<file path="src/rtl/input_frontend.sv">
// Button front end: synchronises the direct buttons and the serial gamepad
// pmod, deserialises the gamepad frame, debounces all 32 button bits on a
// shared sample tick and produces one-cycle press pulses.
module input_frontend #(
  parameter int SAMPLE_DIV = 4096,
  parameter int DEPTH      = 4
) (
  input  logic        clk,
  input  logic        rst_n,
  input  logic [7:0]  btn_in,
  input  logic        pmod_data,
  input  logic        pmod_clk,
  input  logic        pmod_latch,
  output logic [31:0] held_down,
  output logic [31:0] just_pressed
);

  localparam int CNT_W = $clog2(SAMPLE_DIV);

  // Synchroniser stages: {latch, clk, data, btn[7:0]}
  logic [10:0]             sync1_q;
  logic [10:0]             sync2_q;

  logic [7:0]              btn_s;
  logic                    data_s;
  logic                    pclk_s;
  logic                    plat_s;

  logic                    pclk_prev_q;
  logic                    plat_prev_q;
  logic                    pclk_rise;
  logic                    plat_rise;

  logic [23:0]             sr_q;
  logic [23:0]             sr_d;
  logic [23:0]             gp_raw_q;
  logic [23:0]             gp_raw_d;

  logic [CNT_W-1:0]        cnt_q;
  logic [CNT_W-1:0]        cnt_d;
  logic                    tick;

  logic [31:0]             raw;
  logic [31:0][DEPTH-1:0]  hist_q;
  logic [31:0][DEPTH-1:0]  hist_d;
  logic [31:0]             held_q;
  logic [31:0]             held_d;
  logic [31:0]             held_prev_q;
  logic [31:0]             pulse_q;
  logic [31:0]             pulse_d;

  // Two-flop synchronisers for every asynchronous pin
  always_ff @(posedge clk) begin
    if (!rst_n) begin
      sync1_q <= '0;
      sync2_q <= '0;
    end else begin
      sync1_q <= {pmod_latch, pmod_clk, pmod_data, btn_in};
      sync2_q <= sync1_q;
    end
  end

  assign btn_s  = sync2_q[7:0];
  assign data_s = sync2_q[8];
  assign pclk_s = sync2_q[9];
  assign plat_s = sync2_q[10];

  assign pclk_rise = pclk_s & ~pclk_prev_q;
  assign plat_rise = plat_s & ~plat_prev_q;

  // Deserialiser: latch captures the pre-shift register even when a shift
  // edge lands in the same cycle
  always_comb begin
    sr_d     = sr_q;
    gp_raw_d = gp_raw_q;
    if (plat_rise) gp_raw_d = sr_q;
    if (pclk_rise) sr_d = {sr_q[22:0], data_s};
  end

  // Shared debounce sample tick, last count of each prescaler period
  assign tick  = (cnt_q == CNT_W'(SAMPLE_DIV - 1));
  assign cnt_d = tick ? '0 : cnt_q + CNT_W'(1);

  // Raw vector ordering puts pad 1 above the direct buttons, pad 2 on top
  assign raw = {gp_raw_q[11:0], gp_raw_q[23:12], btn_s};

  // Debounce: a bit changes only after DEPTH agreeing samples
  always_comb begin
    hist_d = hist_q;
    held_d = held_q;
    if (tick) begin
      for (int i = 0; i < 32; i++) begin
        hist_d[i] = {hist_q[i][DEPTH-2:0], raw[i]};
        if (&hist_d[i])       held_d[i] = 1'b1;
        else if (~|hist_d[i]) held_d[i] = 1'b0;
      end
    end
  end

  // Press pulse appears the cycle after the debounced level rises
  assign pulse_d = held_q & ~held_prev_q;

  // State registers for deserialiser, prescaler, debounce and press detect
  always_ff @(posedge clk) begin
    if (!rst_n) begin
      pclk_prev_q <= 1'b0;
      plat_prev_q <= 1'b0;
      sr_q        <= '0;
      gp_raw_q    <= '0;
      cnt_q       <= '0;
      hist_q      <= '0;
      held_q      <= '0;
      held_prev_q <= '0;
      pulse_q     <= '0;
    end else begin
      pclk_prev_q <= pclk_s;
      plat_prev_q <= plat_s;
      sr_q        <= sr_d;
      gp_raw_q    <= gp_raw_d;
      cnt_q       <= cnt_d;
      hist_q      <= hist_d;
      held_q      <= held_d;
      held_prev_q <= held_q;
      pulse_q     <= pulse_d;
    end
  end

  assign held_down    = held_q;
  assign just_pressed = pulse_q;

endmodule

</file>
<file path="config.mk">
export PLATFORM = sky130hd
export DESIGN_NAME = input_frontend
export DESIGN_NICKNAME = d
export VERILOG_FILES = /design/src/rtl/input_frontend.sv
export SDC_FILE = /design/constraint.sdc
export NUM_CORES = 1
export LEC_CHECK = 0
export CORE_MARGIN = 5
export CORE_UTILIZATION = 57
export CTS_CLUSTER_SIZE = 20
export DETAILED_ROUTE_END_ITERATION = 12
export PLACE_DENSITY = 0.89
export SYNTH_ARGS = -nofsm -noshare
export SYNTH_HDL_FRONTEND = slang
export SYNTH_SLANG_ARGS = --single-unit
</file>
<file path="constraint.sdc">
create_clock -name clk -period 2.4 [get_ports clk]
set_clock_uncertainty 0.05 [all_clocks]
set_input_delay 0.72 -clock clk [delete_from_list [all_inputs] [get_ports clk]]
set_output_delay 0.72 -clock clk [all_outputs]
set_load 0.01 [all_outputs]
</file>
==> results of run 1 <==
-- synthesized netlist by cell type --
| master | n |
|---|---|
| xor2_1 | 5 |
| nand4_2 | 1 |
| and4_1 | 1 |
| and2_1 | 58 |
| nor3_1 | 3 |
| nor3_2 | 1 |
| nor2b_1 | 33 |
| a21oi_1 | 1 |
| or3_1 | 1 |
| a32o_1 | 28 |
| a31o_2 | 1 |
| nor2_1 | 42 |
| buf_6 | 2 |
| buf_2 | 12 |
| a22o_1 | 3 |
| and3_1 | 2 |
| a311o_1 | 1 |
| buf_1 | 7 |
| nand2_2 | 1 |
| inv_1 | 3 |
| clkbuf_1 | 55 |
| nor2_2 | 1 |
| xnor2_1 | 4 |
| a21boi_0 | 48 |
| ha_1 | 1 |
| nand4_1 | 35 |
| buf_4 | 3 |
| nand2b_1 | 2 |
| nand3_1 | 164 |
| o21ai_0 | 64 |
| nand2_1 | 164 |
| and4b_1 | 1 |
| dfxtp_1 | 276 |
| nor4_1 | 32 |
-- metrics by stage --
step / setup slack, ns / hold WS [ns] / total power [mW] / util, %
3_5_place_dp: 0.253 / 0.322 / 4.89 / 64.3
6_report: 0.210 / 0.329 / 8.51 / 69.0
2_1_floorplan: 0.621 / 0.317 / 4.83 / -
3_3_place_gp: 0.395 / 0.319 / 4.88 / 64.3
4_1_cts: 0.201 / 0.331 / 8.57 / 69.0
5_1_grt: 0.0987 / 0.340 / 8.79 / 69.0
-- final cells by class --
cell class,instances,area [um^2]
flip-flops and latches,276,5530
fillers,1174,5140
multi-input cells,698,3800
repair buffers,100,1050
clock buffers,38,747
well taps,220,275
clock inverters,6,32.5
inverters,3,11.3
-- flip-flops by register name, summed over array words and instances (netlist names) --
signal / cells
pclk_prev_q: 1
just_pressed: 32
hist_q: 96
sr_q: 24
sync2_q: 11
sync1_q: 11
cnt_q: 12
gp_raw_q: 24
held_prev_q: 32
plat_prev_q: 1
held_down: 32
-- worst register-to-register path, cell delays in order, from the launching register on --
cell	delay, ns
dfxtp_1	0.41
ha_1	0.27
nand3_1	0.24
or3_2	0.56
buf_12	0.22
nand3_1	0.17
o21ai_0	0.10
-- cells by family (layout without fill, tap and decap cells) --
kind of cell    count (synthesis)  count (layout)
xor+xnor                        9               9
flops                         276             276
buf+inv                        82             147
compound gates                146             146
fa+ha+maj                       1               1
simple gates                  542             542
-- power breakdown --
group / switching [mW] / internal (mW)
sequential: 0.0152 / 4.60
combinational: 0.104 / 0.0651
clock: 1.58 / 2.14
-- worst paths after layout --
kind                   startpoint          endpoint  slack [ns]  cells after the start
setup reg to reg         cnt_q[0]        hist_q[62]        0.24                      6
hold / removal    held_prev_q[30]  just_pressed[30]        0.33                      1
hold reg to reg   held_prev_q[30]  just_pressed[30]        0.33                      1
setup / recovery    held_down[14]     held_down[14]        0.21                      1
-- per-layer routing --
metal | wire [um] | vias to the layer above | global-route usage (%)
met5 | 0 | - | 0
met2 | 9770 | 295 | 33.4
met3 | 1550 | 30 | 3.41
met4 | 315 | 0 | 4.74
li1 | - | 3768 | -
met1 | 8780 | 3649 | 27.9
==> metrics.yaml, run 1 <==
run_status:
  status: "finished clean"
floorplan:
  start_util_pct: 58.2
  core_um2: 16600
  die_y_um: 140
  num_rows: 47
  chipWidth_um: 140
  num_io_pins: 77
  die_area_um2: 19600
clocking:
  ctsResizeCount: 0
  cts.htree.levels: 1
  clock-sinks: 276
  clkSlewWorstSetupHoldPaths_ns: 0.06
  cts_buffers: 26
  clk-insertion-delay-late_ns: 0.52
  post_cts_buffers: 0
  cts_tree: "yes"
  cts_hold_repair.buffers: 0
  cts_root_buf: "clkbuf_16"
  clockBufferDepth: 3
layout:
  design_area_um2: 11400
  drive_gt1_share_pct: 6.07
  final_common_cell: "dfxtp_1"
  nNetsFinal: 1119
  antenna_cells: 0
  final_cell_mix: "276 x dfxtp_1, 164 x nand2_1, 164 x nand3_1, 75 x clkdlybuf4s50_1, 64 x o21ai_0"
  finalNonFillerCells: 1341
  area_growth_pct: 18.5
critical_path:
  critPathBufInv: 1
  crit_family: "buffers and inverters"
  cp_cell_sequence: "clkdlybuf4s50_1"
  startpoint_type: "register"
  crit_path_max_incr_delay_ns: 0.55
  end_kind: "output pin"
  arrival_ns: 1.42
  worstPathMaxFanout: 2
  cp.required_ns: 1.63
  crit_type: "register to output pin"
  slowest_stage: "clkdlybuf4s50_1"
drt:
  drtIter0Drc: 675
  drc: 0
  detail_route.wl_per_cell_um: 15.2
  firstDrtPassIters: 7
  ant_nets: 0
  drt_wl_total_mm: 20.4
  vias: 7742
  vias_per_cell: 5.77
grt:
  grtUsageTotal_pct: 20.2
  grt_pass1_vias: 7175
  grt_pass1_wl_mm: 34.3
  antenna_found_initial: 0
  grt_max_degree: 81
  grt_overflow: 0
logic_synthesis:
  netlist_top_cells_area: "dfxtp_1 57%, nand3_1 8.5%, nand2_1 6.4%"
  seq_area_frac_synth_pct: 57.2
  syn_nets: 1070
  synth_compound_area_share_pct: 10.5
  ys_seq_elements: 276
  ys_warn_count: 0
  synth_xor_area_share_pct: 0.816
  syn_inst: 1056
  synth.area.mux_share_pct: 0
  synth_top_family_by_area: "simple AND/OR/NAND/NOR gates"
  ys_types: 34
  yosys.area.top_type_share_pct: 57.2
  synth-adder-area-share_pct: 0.130
  synth-simple-area-share_pct: 27.8
  yosysTopAreaCell: "dfxtp_1"
  syn-cell-area_um2: 9660
  syn_area_per_cell_um2: 9.15
sta:
  rsz0062_at_grt: "no"
  fin_crit_ns: 2.19
  setup_viol: 0
  max_freq_mhz: 457
  tns_ns: 0
  slew_headroom_pct: 60.8
  worstMarginPinSlew_ns: 0.582
  hold_viol_final: 0
  slew_violations: 0
  fin_crit_sh_pct: 91.3
power_and_ir_drop:
  ir_drop_mv: 0.520
  p_leak_nw: 4.11
  power.density_nw_per_um2: 744
job:
  maxCapViolCount: 0
place:
  post-place-cells: 1297
  hpwl_mm: 12.8
  io_buffers: 76
  gp_congestion: 0.776
  placed_area_um2: 10700
worst_hold_path:
  hp-class: "register to register"
Note: power is estimated with default switching activity, not from simulation.
==> inputs of run 2 (changes only) <==
==> constraint.sdc (replaced) <==
create_clock -name clk -period 2.4 [get_ports clk]
set_clock_uncertainty 0.05 [all_clocks]
set_input_delay 0.24 -clock clk [delete_from_list [all_inputs] [get_ports clk]]
set_output_delay 0.24 -clock clk [all_outputs]
set_load 0.01 [all_outputs]
==> metrics.yaml, run 2 (same netlist as run 1, synthesis figures left out) <==
run_status:
  status: "finished clean"
grt:
  antenna_found_initial: 0
  grtUsageTotal_pct: 20.1
  grt_pass1_wl_mm: 34.2
  grt_max_degree: 79
  grt_pass1_vias: 7063
  grt_overflow: 0
layout:
  area_growth_pct: 19.2
  final_common_cell: "dfxtp_1"
  drive_gt1_share_pct: 6.00
  nNetsFinal: 1116
  final_cell_mix: "276 x dfxtp_1, 164 x nand2_1, 164 x nand3_1, 75 x clkdlybuf4s50_1, 64 x o21ai_0"
  top_register: "hist_q"
  antenna_cells: 0
  largest_register_ffs: 96
floorplan:
  core_um2: 16600
  chipWidth_um: 140
  die_y_um: 140
  die_area_um2: 19600
  num_rows: 47
  start_util_pct: 58.2
  num_io_pins: 77
critical_path:
  crit_path_max_incr_delay_ns: 0.58
  cp_cell_sequence: "ha_1, nand3_1, or3_2, buf_12, nand3_1, o21ai_0"
  setup.worst_path.start: "cnt_q[0]"
  cp.required_ns: 2.73
  startpoint_type: "register"
  rrSetupSlack_ns: 0.17
  slowest_stage: "or3_2"
  arrival_ns: 2.56
  r2r_start: "cnt_q[0]"
  cpMostUsedCell: "nand3_1"
  end_kind: "register"
  crit_type: "register to register"
  worstPathMaxFanout: 78
sta:
  fin_crit_sh_pct: 92.9
  worst_slack_ns: 0.171
  hold_viol_final: 0
  worstMarginPinSlew_ns: 0.555
  finalHoldWorstSlack_ns: 0.128
  rsz0062_at_grt: "no"
  slew_headroom_pct: 62.9
  tns_ns: 0
  slew_violations: 0
  fin_crit_ns: 2.23
  max_freq_mhz: 449
  setup_viol: 0
clocking:
  clkSlewWorstSetupHoldPaths_ns: 0.07
  clockBufferDepth: 3
  cts_hold_repair.buffers: 0
  cts_tree: "yes"
  cts_root_buf: "clkbuf_16"
  ctsResizeCount: 0
  cts_buffers: 26
  clk-insertion-delay-late_ns: 0.52
  clock-sinks: 276
  post_cts_buffers: 0
  cts.htree.levels: 1
place:
  gp_congestion: 0.781
  hpwl_mm: 12.4
  preCtsSetupSlack_ns: 0.254
  io_buffers: 76
drt:
  vias: 7627
  drtIter0Drc: 883
  detail_route.wl_per_cell_um: 15.2
  firstDrtPassIters: 6
  drt_wl_total_mm: 20.3
  ant_nets: 0
  vias_per_cell: 5.70
  drc: 0
power_and_ir_drop:
  p_leak_nw: 4.15
  power.density_nw_per_um2: 779
  ir_drop_mv: 0.557
  power_mw: 8.98
job:
  maxCapViolCount: 0
worst_hold_path:
  hp-class: "input port to register"
  hold_path.startpoint: "rst_n"
run 2: cell types whose count changed in the layout (fill, tap and decap cells not counted), sizes merged:
cell	change
clkbuf	+1
clkinvlp	-1
buf	-3
clkinv	-4
bufinv	+3
run 2: metal layers:
layer	vias to the layer above	global-route usage, %	routed length, um	share of wire (%)
met5	-	0	0	0
met4	0	5.76	295	1.5
met3	27	2.62	1200	5.9
met2	243	32.4	9680	48
met1	3600	28.5	9130	45
li1	3757	-	-	-
run 2: power breakdown:
| group | leakage (nW) | internal, mW | total (mW) | switching [mW] |
|---|---|---|---|---|
| combinational | 1.49 | 0.0621 | 0.163 | 0.101 |
| clock | 0.435 | 2.57 | 4.20 | 1.62 |
| sequential | 2.23 | 4.60 | 4.62 | 0.0158 |
run 2: critical path: cells and delay by family, from the launching register on:
kind / cells / cell delay (ns)
buffers and inverters: 1 / 0.23
adder cells (fa/ha/maj): 1 / 0.27
flip-flops: 1 / 0.42
AND/OR/NAND/NOR: 3 / 0.97
AO/OA/AOI/OAI: 1 / 0.12
run 2: metrics by stage:
stage | instance area [um^2] | utilization, % | cells
after detailed placement | 10600 | 64.1 | 1294
after floorplan | 9660 | - | 1056
final | 11500 | 69.5 | 1337
after CTS | 11500 | 69.5 | 1337
after global routing | 11500 | 69.5 | 1337
after global placement | 10600 | 64.1 | 1294
run 2: final timing paths:
path	to	depth (start not counted)
worst min register to register	just_pressed[20]	1
worst min-delay path	hist_q[36]	3
worst max-delay path	hist_q[90]	6
worst max register to register	hist_q[90]	6
run 2: area by class of cell:
class / count / area [um^2]
Sequential cell: 276 / 5530
Clock buffer: 39 / 791
Multi-Input combinational cell: 698 / 3800
Fill cell: 1177 / 5070
Inverter: 3 / 11.3
Clock inverter: 4 / 95.1
Timing Repair Buffer: 97 / 1020
Tap cell: 220 / 275
